<file path="src/rtl/pow_n_pipelined_ready_valid.sv">
// Pipelined unsigned integer power x**n_pow with valid/ready handshakes on both sides.
// Bubbles collapse: each stage accepts whenever any stage at or downstream of it is empty.
module pow_n_pipelined_ready_valid #(
  parameter int w_data   = 8,
  parameter int n_pow    = 5,
  parameter int w_result = n_pow * w_data,
  parameter int w_occ    = $clog2(n_pow)
) (
  input  logic                clk,
  input  logic                rst,
  input  logic                in_valid,
  output logic                in_ready,
  input  logic [w_data-1:0]   in_data,
  output logic                out_valid,
  input  logic                out_ready,
  output logic [w_result-1:0] out_data,
  output logic [w_occ-1:0]    occupancy
);

  localparam int STAGES = n_pow - 1;
  localparam int PAD    = w_result - w_data;

  logic [STAGES:1]     valid_q, valid_d;
  logic [STAGES:1]     ready;
  logic [STAGES:1]     vin;
  logic [STAGES:1]     load;
  logic [w_data-1:0]   x_q [1:STAGES];
  logic [w_data-1:0]   x_d [1:STAGES];
  logic [w_result-1:0] p_q [1:STAGES];
  logic [w_result-1:0] p_d [1:STAGES];
  logic [w_occ-1:0]    occ_q, occ_d;
  logic [w_result-1:0] in_ext;
  logic                in_hs, out_hs;

  // A stage can advance if it or any stage downstream has a free slot, or the consumer takes the head.
  always_comb begin
    for (int k = 1; k <= STAGES; k++) begin
      ready[k] = out_ready;
      for (int j = k; j <= STAGES; j++) begin
        if (!valid_q[j]) ready[k] = 1'b1;
      end
    end
  end

  assign in_ext = {{PAD{1'b0}}, in_data};

  always_comb begin
    vin[1] = in_valid;
    x_d[1] = in_data;
    p_d[1] = in_ext * in_ext;
    for (int k = 2; k <= STAGES; k++) begin
      vin[k] = valid_q[k-1];
      x_d[k] = x_q[k-1];
      p_d[k] = {{PAD{1'b0}}, x_q[k-1]} * p_q[k-1];
    end
    for (int k = 1; k <= STAGES; k++) begin
      load[k]    = ready[k] & vin[k];
      valid_d[k] = ready[k] ? vin[k] : valid_q[k];
    end
  end

  assign in_hs  = in_valid & ready[1];
  assign out_hs = valid_q[STAGES] & out_ready;

  always_comb begin
    case ({in_hs, out_hs})
      2'b10:   occ_d = occ_q + w_occ'(1);
      2'b01:   occ_d = occ_q - w_occ'(1);
      default: occ_d = occ_q;
    endcase
  end

  // Control state: valid chain and occupancy counter.
  always_ff @(posedge clk or posedge rst) begin
    if (rst) begin
      valid_q <= '0;
      occ_q   <= '0;
    end else begin
      valid_q <= valid_d;
      occ_q   <= occ_d;
    end
  end

  // Datapath registers: loaded only when a valid item moves in, never reset.
  always_ff @(posedge clk) begin
    for (int k = 1; k <= STAGES; k++) begin
      if (load[k]) begin
        x_q[k] <= x_d[k];
        p_q[k] <= p_d[k];
      end
    end
  end

  assign in_ready  = ready[1];
  assign out_valid = valid_q[STAGES];
  assign out_data  = p_q[STAGES];
  assign occupancy = occ_q;

endmodule

</file>
<file path="config.mk">
export PLATFORM = sky130hd
export DESIGN_NAME = pow_n_pipelined_ready_valid
export DESIGN_NICKNAME = d
export VERILOG_FILES = /design/src/rtl/pow_n_pipelined_ready_valid.sv
export SDC_FILE = /design/constraint.sdc
export NUM_CORES = 2
export LEC_CHECK = 0
export ABC_AREA = 1
export BUFFER_PORTS_ARGS = -buffer_cell sky130_fd_sc_hd__buf_2
export CAP_MARGIN = 0
export CORE_UTILIZATION = 50
export DETAILED_ROUTE_END_ITERATION = 6
export GPL_ROUTABILITY_DRIVEN = 0
export PLACE_DENSITY = 0.64
export SETUP_SLACK_MARGIN = 0.5
export SLEW_MARGIN = 20
export SYNTH_ARGS = -nofsm -noshare
export SYNTH_HDL_FRONTEND = slang
export SYNTH_SLANG_ARGS = --single-unit
</file>
<file path="constraint.sdc">
create_clock -name clk -period 9.8 [get_ports clk]
set_clock_uncertainty 0.1 [all_clocks]
set_input_delay 0.49 -clock clk [delete_from_list [all_inputs] [get_ports clk]]
set_output_delay 0.49 -clock clk [all_outputs]
set_load 0.1 [all_outputs]
</file>
---- After elaboration in Yosys (flattened, before gate mapping) ----
Memories as Yosys holds them, arrays and structs flattened.
Cells that the tools add are included.
storage, ports and cells
  input bits .............................. 12
  memories ................................ 2
  bits in writable memories ............... 192
  word-level logic and storage cells ...... 40
  flip-flop bits (word level) ............. 7
operators by class
  mux-type cells .......................... 19
  multipliers ............................. 4
  bitwise logic cells ..................... 5
  $add $sub $neg .......................... 2
  reductions and logical operators ........ 1
  eq/ne operators ......................... 2
memories
  name  words  bits a word  rd ports  clocked after memory_dff  wr ports  RTL line  RTL
  p_q   4      40           4         0                         4         29        logic [w_result-1:0] p_q [1:STAGES];
  x_q   4      8            3         0                         4         27        logic [w_data-1:0] x_q [1:STAGES];
operators by type and width
  operator                                                                count
  8-bit by 40-bit multiplier with 40-bit output                           3
  1-bit 2-to-1 mux                                                        18
  8-bit by 8-bit multiplier with 16-bit output                            1
  3-bit case mux with 2 select lines                                      1
  1-bit bitwise AND                                                       5
  3-bit by 1-bit adder with 3-bit output (second input constant)          1
  3-bit by 1-bit subtractor with 3-bit output (second input constant)     1
  2-bit by 1-bit equality test with 1-bit output (second input constant)  1
  2-bit equality test (second input constant)                             1
  2-bit nonzero test                                                      1

---- Longest topological paths before layout ----
  depth in word-level cells ............... 7
  mapped depth ............................ 25
  depth with buffers taken out ............ 23

---- Worst setup path after synthesis ----
OpenSTA, ideal clock, no wires.
  path type ............................... reg2reg
  start ................................... register x_q[0][27] (netlist name)
  end ..................................... register p_q[0][193] (netlist name)
  path buffers ............................ 2
  slack ................................... 5,360 ps
  arrival ................................. 4,088 ps
  required time ........................... 9,448 ps
  stages on the path, launching flop included .. 22
  path through ............................ edfxtp_1 -> clkbuf_1 -> clkbuf_1 -> nand2_1 -> inv_1 -> fa_1 -> fa_1 -> fa_1 -> inv_1 -> fa_1 -> inv_1 -> ha_1 -> nand2_2 -> inv_1 -> a21oi_2 -> nand3_2 -> nand2_2 -> nand2_2 -> nand2_2 -> nand2_1 -> nand2_1 -> nand2_1

==> results.md <==
* Register area share after synthesis at 0.155
* Post-synth top area cell: fa_1
* First-pass GRT wire length at 109,000 um
* Initial core utilization at 0.505
* Post-synthesis cell area at 27,800 um^2
* DR iter-0 viols at 1,215
* Post-CTS setup buffers at 0
* Relative slew slack at 0.286
* Setup_tns at 0 ns
* Status: complete, but fails checks
* Setup crit end: p_q[0][199]
* Critical path class: flop to flop
* H-tree levels at 4
* Metal3 WL at 2380 um
* I/O Pins at 57
* Violated checks: design-rule violations
* Slew Limit Fails at 0
* Post-layout nets at 4,290
* Grt ovf at 0
* Clk pin slew, worst setup/hold paths at 0.07 ns
* Antenna diode count at 0
* Peak Freq at 197 MHz
* Critical R2R Launch: x_q[0][30]
* Area grow syn2layout at 4.12%
* RR Endpoint: p_q[0][199]
* Yosys cell types at 39
* Reg2Reg Setup Slack at 4.72 ns
* Synthesized instance count at 3,737
* Main combinational cell family by area after synthesis: adder cells
* Clk_lat worst skew at 0.50 ns
* Critical Path Source Type: flop
* Post-synthesis compound-gate area fraction at 0.0343
* Critical Path RT at 9.95 ns
* Max-cap violations at 0
* Min-delay src: in_valid
* Vias in the first global route at 22,336
* Synth Area in Simple Gates at 0.209
* Multi-input gate area at 18,700 um^2
* Final WL at 63,200 um
* Gr usage total at 0.242
* Routed Antenna Nets at 0
* Commonest cells after routing, fill and taps aside: nand2_1, inv_1, fa_1
* RSZ-0062 raised after global routing: false
* Worst r2r path cells at 17
* Uppermost layer routed: met4
* Routed len/inst at 14.3 um
* Top cells by area, synth: fa_1, nand2_1, edfxtp_1, inv_1, ha_1
* Synth Area in XOR/XNOR at 0.0204
* Antenna violations before repair at 0
* Seq cells post-synth at 145
* Post-CTS Resized at 0
* Final Hold Fails at 0
* Layout cell share with drive strength beyond 1 at 0.0429
* Worst Setup SP: x_q[0][30]
* Mux share of post-synthesis cell area at 0
* CTS root buf: clkbuf_16
* Vias at 21,201
* Via density per instance at 4.81
* TritonCTS clock tree: built
* Crit path time final at 5.08 ns
* Worst Tran Pin Value at 1.07 ns
* Crit path DAT at 5.23 ns
* Number of port buffers at 56
* Register area at 4320 um^2
* Core Box Area at 55,100 um^2
* Row cnt at 86
* Die W at 238 um
* Fillers at 5,458
* Most common cell after layout, fill and taps aside: nand2_1
* Clk sinks at 145
* DIE HEIGHT at 238 um
* Final period utilization at 0.518
* Cts bufs inserted at 17
* Largest net degree at the start of global routing at 44
* Metal2 WL at 30,900 um
* Final Setup Violations at 0
* Area share of fa/ha/maj cells after synthesis at 0.405
* Warnings from Yosys at 0
* Avg Synthesized Cell Area at 7.45 um^2
* Final HPWL DP at 51,700 um
* Area share of the largest cell type after synthesis at 0.321
* Path category of the worst min-delay check: input port to flop
* First-pass iteration count of the detailed router at 7
* Worst setup EP type: flop
* Die ar. at 56,600 um^2
* DRC viols at 2
* CTS Buffer Depth at 2
* Crit path max fanout at 22
* Routed metal-1 wirelength at 28,100 um
==> worst max-delay path, stage by stage (launching register included) <==
cell	delay, ns
edfxtp_1	0.74
buf_4	0.38
nand2_1	0.08
inv_1	0.08
fa_1	0.43
fa_1	0.46
fa_1	0.51
inv_1	0.05
fa_1	0.47
inv_1	0.04
ha_1	0.38
nand2_1	0.13
nor2_1	0.25
nand2_1	0.18
nor2_1	0.21
nand3_1	0.14
nand4_1	0.11
nand2_1	0.07
==> per-layer routing <==
layer,global-route usage,vias to the layer above
met5,0,-
met4,0.0851,0
met3,0.0259,113
met2,0.427,473
met1,0.307,10118
li1,-,10497
==> registers in the layout, indices dropped and copies added, names as in the netlist <==
name / cells
valid_q: 4
occupancy: 3
x_q: 22
p_q: 116
==> kinds of logic (layout without fill, tap and decap cells) <==
family                   after synthesis  in the layout
buffers and inverters               1266           1185
XOR/XNOR                              65             65
adder cells (fa/ha/maj)              634            634
flip-flops                           145            145
AND/OR/NAND/NOR                     1454           1454
other                                  1              2
AO/OA/AOI/OAI                        172            172
==> cells in the mapped netlist <==
master	instances
o21ai_2	3
buf_2	2
clkinv_1	2
buf_1	3
clkbuf_1	140
o21bai_1	10
edfxtp_1	138
nand3_2	4
ha_1	188
nand2_1	1148
dfrtp_1	7
nand3b_1	2
buf_4	40
o221ai_1	1
a21boi_0	3
nor2_2	8
nand2_2	15
xnor2_1	13
o22ai_1	1
nor2_4	1
nor3_1	11
o21ai_1	3
inv_2	5
nand3_1	92
fa_1	446
nor3_2	8
a21oi_1	91
a21oi_2	6
inv_1	1074
nor2_1	133
a21boi_2	1
xor2_1	52
nor4_1	4
o21ai_0	45
a31oi_1	2
a21o_1	5
nand4_1	28
conb_1	1
o21a_1	1
==> cell type report <==
cell class,count,share of cell area
multi-input combinational,2327,0.643
clock inverter,15,0.00686
clock buffer,17,0.0147
tap,748,0.0323
sequential,145,0.149
inverter,1081,0.140
timing repair buffer,72,0.0139
==> worst min-delay path by stage <==
stage | cells after the start | end | slack (ns)
6_report | 3 | valid_q[1] | 0.13
3_5_place_dp | 2 | occupancy[2] | 0.33
3_3_place_gp | 2 | occupancy[2] | 0.33
5_1_grt | 3 | valid_q[1] | 0.14
4_1_cts | 3 | valid_q[1] | 0.08
2_1_floorplan | 1 | occupancy[0] | 0.19
==> metrics by stage <==
step / hold WS (ns) / utilization / setup slack [ns] / cell area, um^2 / instances
final: 0.132 / 0.526 / 4.72 / 29000 / 4405
after global routing: 0.142 / 0.526 / 4.51 / 29000 / 4405
after CTS: 0.0799 / 0.526 / 4.72 / 29000 / 4405
after detailed placement: 0.335 / 0.515 / 4.72 / 28400 / 4372
after global placement: 0.332 / 0.515 / 4.75 / 28400 / 4372
after floorplan: 0.193 / - / 5.36 / 27900 / 3738
==> timing repair <==
item,4_1_cts,5_1_grt
hold endpoints to repair,7,0
hold buffers,1,0
endpoints found under the setup margin,0,0
Power is not shown: default switching activity piles up to over one toggle a cycle in this logic, so the estimate is an artifact.
